--- src/rtl/sn_pkg.sv ---
// Shared widths, payload bit offsets and record types for the R-channel packetizer.
package sn_pkg;

  localparam int ID_W    = 11;
  localparam int DATA_W  = 64;
  localparam int RESP_W  = 2;
  localparam int USER_W  = 4;
  localparam int LEN_W   = 8;
  localparam int SRCID_W = 2;
  localparam int FLIT_W  = 82;

  localparam int LAST_OFF = 0;
  localparam int USER_OFF = 1;
  localparam int RESP_OFF = 5;
  localparam int DATA_OFF = 7;
  localparam int ID_OFF   = 71;

  typedef struct packed {
    logic [LEN_W-1:0]   len;
    logic [SRCID_W-1:0] srcid;
  } trk_entry_t;

  typedef struct packed {
    logic               head;
    logic               tail;
    logic [SRCID_W-1:0] tgtid;
    logic [FLIT_W-1:0]  payload;
  } flit_entry_t;

  function automatic logic [FLIT_W-1:0] pack_beat(
    input logic [ID_W-1:0]   id,
    input logic [DATA_W-1:0] data,
    input logic [RESP_W-1:0] resp,
    input logic [USER_W-1:0] user,
    input logic              last
  );
    logic [FLIT_W-1:0] f;
    f = '0;
    f[ID_OFF +: ID_W]     = id;
    f[DATA_OFF +: DATA_W] = data;
    f[RESP_OFF +: RESP_W] = resp;
    f[USER_OFF +: USER_W] = user;
    f[LAST_OFF]           = last;
    return f;
  endfunction

endpackage

--- src/rtl/sn_sync_fifo.sv ---
// Single-clock FIFO with power-of-2 depth; a push into a full FIFO is taken
// only when a pop happens in the same cycle.
module sn_sync_fifo #(
  parameter int WIDTH = 8,
  parameter int DEPTH = 2
) (
  input  logic             clk,
  input  logic             rst,
  input  logic             i_push,
  input  logic             i_pop,
  input  logic [WIDTH-1:0] i_din,
  output logic [WIDTH-1:0] o_dout,
  output logic             o_full,
  output logic             o_empty
);

  localparam int AW = $clog2(DEPTH);
  localparam logic [AW:0] FULL_CNT = DEPTH[AW:0];

  logic [WIDTH-1:0] r_mem [DEPTH];
  logic [AW-1:0]    r_wrPtr;
  logic [AW-1:0]    r_rdPtr;
  logic [AW:0]      r_count;
  logic             w_doPush;
  logic             w_doPop;

  assign o_empty  = (r_count == '0);
  assign o_full   = (r_count == FULL_CNT);
  assign w_doPop  = i_pop && !o_empty;
  assign w_doPush = i_push && (!o_full || w_doPop);
  assign o_dout   = r_mem[r_rdPtr];

  always_ff @(posedge clk) begin
    if (w_doPush) begin
      r_mem[r_wrPtr] <= i_din;
    end
  end

  always_ff @(posedge clk or posedge rst) begin
    if (rst) begin
      r_wrPtr <= '0;
      r_rdPtr <= '0;
      r_count <= '0;
    end else begin
      if (w_doPush) begin
        r_wrPtr <= r_wrPtr + 1'b1;
      end
      if (w_doPop) begin
        r_rdPtr <= r_rdPtr + 1'b1;
      end
      case ({w_doPush, w_doPop})
        2'b10:   r_count <= r_count + 1'b1;
        2'b01:   r_count <= r_count - 1'b1;
        default: r_count <= r_count;
      endcase
    end
  end

endmodule

--- src/rtl/sn_r_packetizer.sv ---
// AXI R-channel to NoC flit packetizer with an in-order burst tracker.
// Optional burst-length checking is enabled by defining SN_R_BEAT_CHECK_EN.
module sn_r_packetizer
  import sn_pkg::*;
#(
  parameter int TRK_DEPTH = 4,
  parameter int OUT_DEPTH = 2
) (
  input  logic               clk,
  input  logic               rst,
  output logic               ar_ready,
  input  logic               ar_push,
  input  logic [LEN_W-1:0]   ar_len,
  input  logic [SRCID_W-1:0] ar_srcid,
  input  logic               RVALID,
  output logic               RREADY,
  input  logic [ID_W-1:0]    RID,
  input  logic [DATA_W-1:0]  RDATA,
  input  logic [RESP_W-1:0]  RRESP,
  input  logic               RLAST,
  input  logic [USER_W-1:0]  RUSER,
  input  logic               r_ready,
  output logic               r_valid,
  output logic               r_head,
  output logic               r_tail,
  output logic [FLIT_W-1:0]  r_payload,
  output logic [SRCID_W-1:0] r_tgtid,
  output logic               len_err
);

  trk_entry_t  w_trkDin;
  trk_entry_t  w_trkHead;
  logic        w_trkFull;
  logic        w_trkEmpty;
  logic        w_trkPush;
  logic        w_trkPop;
  flit_entry_t w_outDin;
  flit_entry_t w_outHead;
  logic        w_outFull;
  logic        w_outEmpty;
  logic        w_outPop;
  logic        w_accept;
  logic        r_headArm;
  logic [LEN_W-1:0] r_beatCnt;

  assign ar_ready  = !w_trkFull;
  assign w_trkPush = ar_push && ar_ready;
  assign w_trkDin  = '{len: ar_len, srcid: ar_srcid};

  assign RREADY   = !w_trkEmpty && !w_outFull;
  assign w_accept = RVALID && RREADY;
  assign w_trkPop = w_accept && RLAST;

  sn_sync_fifo #(
    .WIDTH($bits(trk_entry_t)),
    .DEPTH(TRK_DEPTH)
  ) u_tracker (
    .clk    (clk),
    .rst    (rst),
    .i_push (w_trkPush),
    .i_pop  (w_trkPop),
    .i_din  (w_trkDin),
    .o_dout (w_trkHead),
    .o_full (w_trkFull),
    .o_empty(w_trkEmpty)
  );

  assign w_outDin = '{head:    r_headArm,
                      tail:    RLAST,
                      tgtid:   w_trkHead.srcid,
                      payload: pack_beat(RID, RDATA, RRESP, RUSER, RLAST)};
  assign w_outPop = r_ready && !w_outEmpty;

  sn_sync_fifo #(
    .WIDTH($bits(flit_entry_t)),
    .DEPTH(OUT_DEPTH)
  ) u_outbuf (
    .clk    (clk),
    .rst    (rst),
    .i_push (w_accept),
    .i_pop  (w_outPop),
    .i_din  (w_outDin),
    .o_dout (w_outHead),
    .o_full (w_outFull),
    .o_empty(w_outEmpty)
  );

  // Buffer storage is not reset, so flit fields are forced to zero whenever nothing is presented.
  assign r_valid   = !w_outEmpty;
  assign r_head    = r_valid && w_outHead.head;
  assign r_tail    = r_valid && w_outHead.tail;
  assign r_payload = r_valid ? w_outHead.payload : '0;
  assign r_tgtid   = r_valid ? w_outHead.tgtid : '0;

  always_ff @(posedge clk or posedge rst) begin
    if (rst) begin
      r_headArm <= 1'b1;
      r_beatCnt <= '0;
    end else if (w_accept) begin
      r_headArm <= RLAST;
      r_beatCnt <= RLAST ? '0 : r_beatCnt + 1'b1;
    end
  end

`ifdef SN_R_BEAT_CHECK_EN
  logic r_lenErr;
  logic w_lenBad;

  // r_beatCnt counts beats before the current one, so beat number len+1 sees r_beatCnt == len.
  assign w_lenBad = w_accept && (RLAST ? (r_beatCnt != w_trkHead.len)
                                       : (r_beatCnt == w_trkHead.len));

  always_ff @(posedge clk or posedge rst) begin
    if (rst) begin
      r_lenErr <= 1'b0;
    end else if (w_lenBad) begin
      r_lenErr <= 1'b1;
    end
  end

  assign len_err = r_lenErr;
`else
  logic w_unusedLen;
  assign w_unusedLen = ^{r_beatCnt, w_trkHead.len};
  assign len_err     = 1'b0;
`endif

endmodule
--- config.mk ---
export PLATFORM = sky130hd
export DESIGN_NAME = sn_r_packetizer
export DESIGN_NICKNAME = d
export VERILOG_FILES = /design/src/rtl/sn_pkg.sv /design/src/rtl/sn_sync_fifo.sv /design/src/rtl/sn_r_packetizer.sv
export SDC_FILE = /design/constraint.sdc
export NUM_CORES = 1
export LEC_CHECK = 0
export CAP_MARGIN = 25
export CELL_PAD_IN_SITES_DETAIL_PLACEMENT = 0
export CELL_PAD_IN_SITES_GLOBAL_PLACEMENT = 1
export CORE_MARGIN = 2
export CORE_UTILIZATION = 41
export CTS_CLUSTER_DIAMETER = 150
export DETAILED_ROUTE_END_ITERATION = 10
export PLACE_DENSITY = 0.91
export SYNTH_ARGS = -nofsm -noshare
export SYNTH_HDL_FRONTEND = slang
export SYNTH_SLANG_ARGS = --single-unit
--- constraint.sdc ---
create_clock -name clk -period 7.6 [get_ports clk]
set_input_delay 0.76 -clock clk [delete_from_list [all_inputs] [get_ports clk]]
set_output_delay 0.76 -clock clk [all_outputs]
set_load 0.05 [all_outputs]
# Yosys cells after proc, flatten, opt, wreduce, memory -nomap -nowiden

Memory sizes are Yosys's and may differ from the RTL's.
Cells that the tools add are included.

Register bits after elaboration: 12
Bits in latches: 0
Memories: 2
RAM bits: 212
Output and inout bits: 90
Word-level logic and storage cells: 52
Bits of input ports: 97
Bits in read-only memories: 0

Reduce and logical (&&, ||, !) cells: 21
Equal/unequal tests: 6
Mux-type cells: 8
Shift operators: 0
Order comparisons: 0
Bitwise gates (word level): 0
Divide/modulo/power cells: 0
$mul: 0
Add/sub/neg operators: 8

Memories:

| name            | depth | width | read ports | clocked after memory_dff | wr ports | line               | source |
|---|---|---|---|---|---|---|---|
| u_outbuf.r_mem  | 2     | 86    | 1          | 0                        | 1        | sn_sync_fifo.sv:20 | `logic [WIDTH-1:0] r_mem [DEPTH];` |
| u_tracker.r_mem | 4     | 10    | 1          | 0                        | 1        | sn_sync_fifo.sv:20 |  |

Operator list:

| cell                | count |
|---|---|
| $mux 82             | 1 |
| $logic_and 1x1->1   | 11 |
| $add 2x1->2 const B | 3 |
| $eq 2x2->1 const B  | 3 |
| $pmux 3 s2          | 1 |
| $eq 2x1->1 const B  | 2 |
| $logic_not 1->1     | 4 |
| $mux 1              | 4 |
| $pmux 2 s2          | 1 |
| $reduce_bool 2->1   | 2 |
| $add 3x1->3 const B | 1 |
| $eq 3x3->1 const B  | 1 |
| $logic_not 3->1     | 1 |
| $sub 3x1->3 const B | 1 |
| $add 1x1->1 const B | 2 |
| $logic_not 2->1     | 1 |
| $logic_or 1x1->1    | 2 |
| $mux 2              | 1 |
| $sub 2x1->2 const B | 1 |

# Longest topological paths before layout

Depth after elaboration: 10
Mapped depth: 9
Gate-level depth less buffers: 9

# By module

A second synthesis with hierarchy kept.

Cell total of the unflattened synthesis: 506
Area, all modules: 9206.3 um^2

Modules (own cells, without submodules):

| module                   | instances | sequential area each (um^2) | cells each | area each (um^2) |
|---|---|---|---|---|
| sn_sync_fifo (u_outbuf)  | 1         | 5265.0                      | 293        | 6547.5 |
| sn_sync_fifo (u_tracker) | 1         | 1376.3                      | 106        | 1959.4 |
| sn_r_packetizer          | 1         | 26.3                        | 107        | 699.4 |

# Least setup slack after synthesis

OpenSTA, ideal clock, no wires.

Path type: input to register
Start point: input port RVALID
End point: memory u_outbuf.r_mem[0][10] (netlist name), enable pin
Stages on the path: 3
Library setup time: 0.530 ns
Buffers on the path: 1
Data arrival time: 4.790 ns
Slack: 2.281 ns
Data required time: 7.070 ns
Path through: or3b_1 buf_2 nor2_1

Cells in the longest elaborated chain, start to end: 4

RTL lines:

| element                      | line                  | source |
|---|---|---|
| start: declaration           | sn_r_packetizer.sv:15 | `input logic RVALID,` |
| $logic_and 1x1->1            | sn_r_packetizer.sv:51 | `assign w_accept = RVALID && RREADY;` |
| $logic_and 1x1->1            | sn_sync_fifo.sv:30    | `assign w_doPush = i_push && (!o_full \|\| w_doPop);` |
| $mux 1                       | sn_sync_fifo.sv:34    | `if (w_doPush) begin` |
| $mux 1 (not written as such) | sn_sync_fifo.sv:35    | `r_mem[r_wrPtr] <= i_din;` |
| end: declaration             | sn_sync_fifo.sv:20    |  |

Every way passes these cells.

# Worst setup path in the final report

Start point: register u_outbuf.r_rdPtr
End point: output port r_payload[70]

Cells in the longest elaborated chain, start to end: 2

RTL lines:

| element                  | line                  | source |
|---|---|---|
| start: declaration       | sn_sync_fifo.sv:22    | `logic [AW-1:0] r_rdPtr;` |
| start signal: assignment | sn_sync_fifo.sv:49    | `r_rdPtr <= r_rdPtr + 1'b1;` |
| $mem_v2 2x86             | --                    |  |
| $mux 82                  | sn_r_packetizer.sv:92 | `assign r_payload = r_valid ? w_outHead.payload : '0;` |
| end: declaration         | sn_r_packetizer.sv:26 | `output logic [FLIT_W-1:0] r_payload,` |

Every way passes these cells.

==> impl_metrics.csv <==
group,metric,value,unit
sta,fin_crit_sh,53.2,%
worst_setup_path,cpMaxStageDelayCell,"clkdlybuf4s50_1",
route,wirelength_met1,5510,um
layout,n_antenna_cell,0,
clock_tree,post_cts_resized,0,
floorplanning,initial_utilization,42.2,%
flow_run,drv_cap,0,
global_route,antenna_found_initial,0,
route,drt_first_iter_violations,189,
sta,holdWs,0.495,ns
worst_setup_path,worstPathCellList,"buf_4, mux2i_1, nor2_1, clkdlybuf4s50_1",
layout,final_common_cell,"edfxtp_1",
sta,setup_tns,0,ns
floorplanning,die_w,138,um
clock_tree,cts_setup_buffers,0,
sta,drv_slew,0,
clock_tree,cts_sinks,190,
worst_setup_path,critPathArrivalTime,3.28,ns
clock_tree,clockBufferDepth,2,
route,viasPerCell,4.85,
sta,finalCriticalPeriod,4.04,ns
synth,yosysTopAreaCell,"edfxtp_1",
worst_hold_path,whs_endpoint,"u_tracker.r_count[2]",
clock_tree,clock_latency,0.42,ns
route,met3_length,1050,um
worst_setup_path,crit_type,"reg2out",
worst_setup_path,crit_fanout,53,
synth,synth-seq-cells,190,
sta,max_clock_freq,247,MHz
worst_setup_path,timing.rr.end,"u_outbuf.r_mem[0][43]",
sta,final_hold_viol_count,0,
synth,synthSimpleGateAreaFrac,5.95,%
route,highest_layer,"met4",
floorplanning,ioPinCount,187,
clock_tree,cts_hold_buf,0,
synth,synth_top_family_by_area,"multiplexers",
place,portBuffers,177,
synth,yosys.area_share.adder,1.29,%
worst_hold_path,hold_path_class,"reg2reg",
synth,synth.area.mux_share,12.5,%
worst_setup_path,cp-start-kind,"flop",
worst_setup_path,r2r_slack,4.80,ns
synth,yosysSeqAreaShare,76.7,%
global_route,grt_usage,14.8,%
global_route,grt_max_degree,69,
global_route,grt-ovfl-total,0,
sta,grt_setup_unrepaired,"false",
worst_setup_path,max_stage_delay,0.84,ns
synth,synth_compound_area_share,0.102,%
synth,avgSynthCellArea,17.0,um^2
route,totalWireLength,14000,um
route,wl_per_cell,16.5,um
sta,fin_worst_skew,0.00639,ns
clock_tree,tritoncts,"done",
worst_setup_path,end_kind,"output port",
route,ant_nets,0,
floorplanning,chipHeight,138,um
clock_tree,clk_pin_slew,0.07,ns
synth,syn_inst,433,
layout,final_nets,715,
synth,yosysWarnings,0,
synth,synthTopCellsByArea,"edfxtp_1 73%, mux2i_1 12%, nor2_1 4.6%",
worst_setup_path,timing.rr.start,"u_outbuf.r_count[1]",
layout,areaGrowthSynthToFinish,35.5,%
place,dp_hpwl,9170,um
synth,syn_nets,537,
route,met2RoutedLength,7250,um
floorplanning,coreArea,0.0174,mm^2
worst_setup_path,critical_path.top_delay_family,"buffers and inverters",
floorplanning,num_rows,48,
synth,yosysUniqueCellTypes,27,
worst_setup_path,path_buf_inv,2,
clock_tree,h-tree-depth,4,
layout,drive_above_1_share,8.01,%
clock_tree,cts_inserted_buffers,17,
synth,synth_area,0.00736,mm^2
clock_tree,root_buffer,"clkbuf_16",
layout,mostFrequentLayoutCells,"178 x edfxtp_1, 177 x clkdlybuf4s50_1, 88 x nor2_1",
synth,synth-xor-area-share,1.31,%
floorplanning,die-area,0.0190,mm^2
global_route,first_global_vias,4271,
route,num_vias,4120,
sta,slew-limit-headroom,38.2,%
route,dr.pass1.iters,5,
route,drc_errors,0,
worst_hold_path,min_from,"u_tracker.r_count[2]",
worst_setup_path,crit_required,6.84,ns
worst_setup_path,r2r_cells,4,
outcome,status,"completed",
synth,synth_top_cell_area_share,72.6,%
place,gp_congestion,0.733,
sta,timing.final.setup_violations,0,
worst_hold_path,whs_path_depth,1,
global_route,grt_pass1_wl,21300,um
sta,tightestPinTransition,0.927,ns
-- logic make-up after synthesis --
| logic type | count (synthesis) |
|---|---|
| flops | 190 |
| simple gates | 104 |
| mux | 89 |
| buf+inv | 30 |
| xor+xnor | 11 |
| fa+ha+maj | 7 |
| other cells | 1 |
| compound gates | 1 |
-- per-stage QoR --
step / setup WS [ns] / std cells / utilization [%] / instance area, um^2
floorplan: 2.28 / 433 / - / 7360
detailed placement: 3.88 / 817 / 53.8 / 9370
global route: 3.30 / 849 / 57.2 / 9970
finish: 3.56 / 849 / 57.2 / 9970
global placement: 3.92 / 816 / 53.6 / 9340
CTS: 3.42 / 849 / 57.2 / 9970
-- cell usage after synthesis --
| master | number |
|---|---|
| mux2i_1 | 86 |
| xor2_1 | 6 |
| and2_1 | 1 |
| mux2_4 | 1 |
| and3_2 | 4 |
| or3b_4 | 1 |
| and3_1 | 1 |
| clkbuf_1 | 4 |
| conb_1 | 1 |
| and2_4 | 1 |
| nor4b_1 | 1 |
| buf_2 | 12 |
| buf_4 | 6 |
| nor2b_1 | 1 |
| xnor2_1 | 5 |
| nand2_1 | 1 |
| fa_1 | 1 |
| nor3_1 | 2 |
| edfxtp_1 | 178 |
| ha_1 | 6 |
| mux4_2 | 2 |
| dfstp_2 | 1 |
| or3b_1 | 1 |
| dfrtp_1 | 11 |
| inv_1 | 8 |
| a21o_1 | 1 |
| nor2_1 | 90 |
-- final cells by class --
cell class	count	area [um^2]
inverter	8	30.0
tap	225	282
multi-input combinational	213	1580
sequential	190	5650
fill	1357	7450
clock inverter	15	176
clock buffer	17	425
timing repair buffer	181	1820
-- layer usage --
metal	vias to the layer above	global-route usage (%)
li1	1935	-
met1	2013	16.6
met2	155	26.1
met3	17	5.26
met4	0	5.39
met5	-	0
-- flip-flops by register name (all words and copies together), names as in the netlist --
signal and flops:
u_outbuf.r_mem 170, u_outbuf.r_wrPtr 1, u_tracker.r_count 3, u_outbuf.r_rdPtr 1
u_outbuf.r_count 2, r_headArm 1, u_tracker.r_wrPtr 2, u_tracker.r_mem 8
u_tracker.r_rdPtr 2
-- how the worst max path moves through the flow --
stage	depth (start not counted)	slack, ns	start	endpoint
2_1_floorplan	3	2.28	RVALID	u_outbuf.r_mem[0][10]
3_3_place_gp	4	3.92	u_outbuf.r_rdPtr	r_payload[0]
3_5_place_dp	4	3.88	u_outbuf.r_rdPtr	r_tail
4_1_cts	4	3.42	u_outbuf.r_rdPtr	r_tail
5_1_grt	4	3.30	u_outbuf.r_rdPtr	r_tail
6_report	4	3.56	u_outbuf.r_rdPtr	r_payload[70]
Power is left out: the tool's default activity adds up to more than one toggle a clock period on the data nets, which glitch-free logic cannot reach.
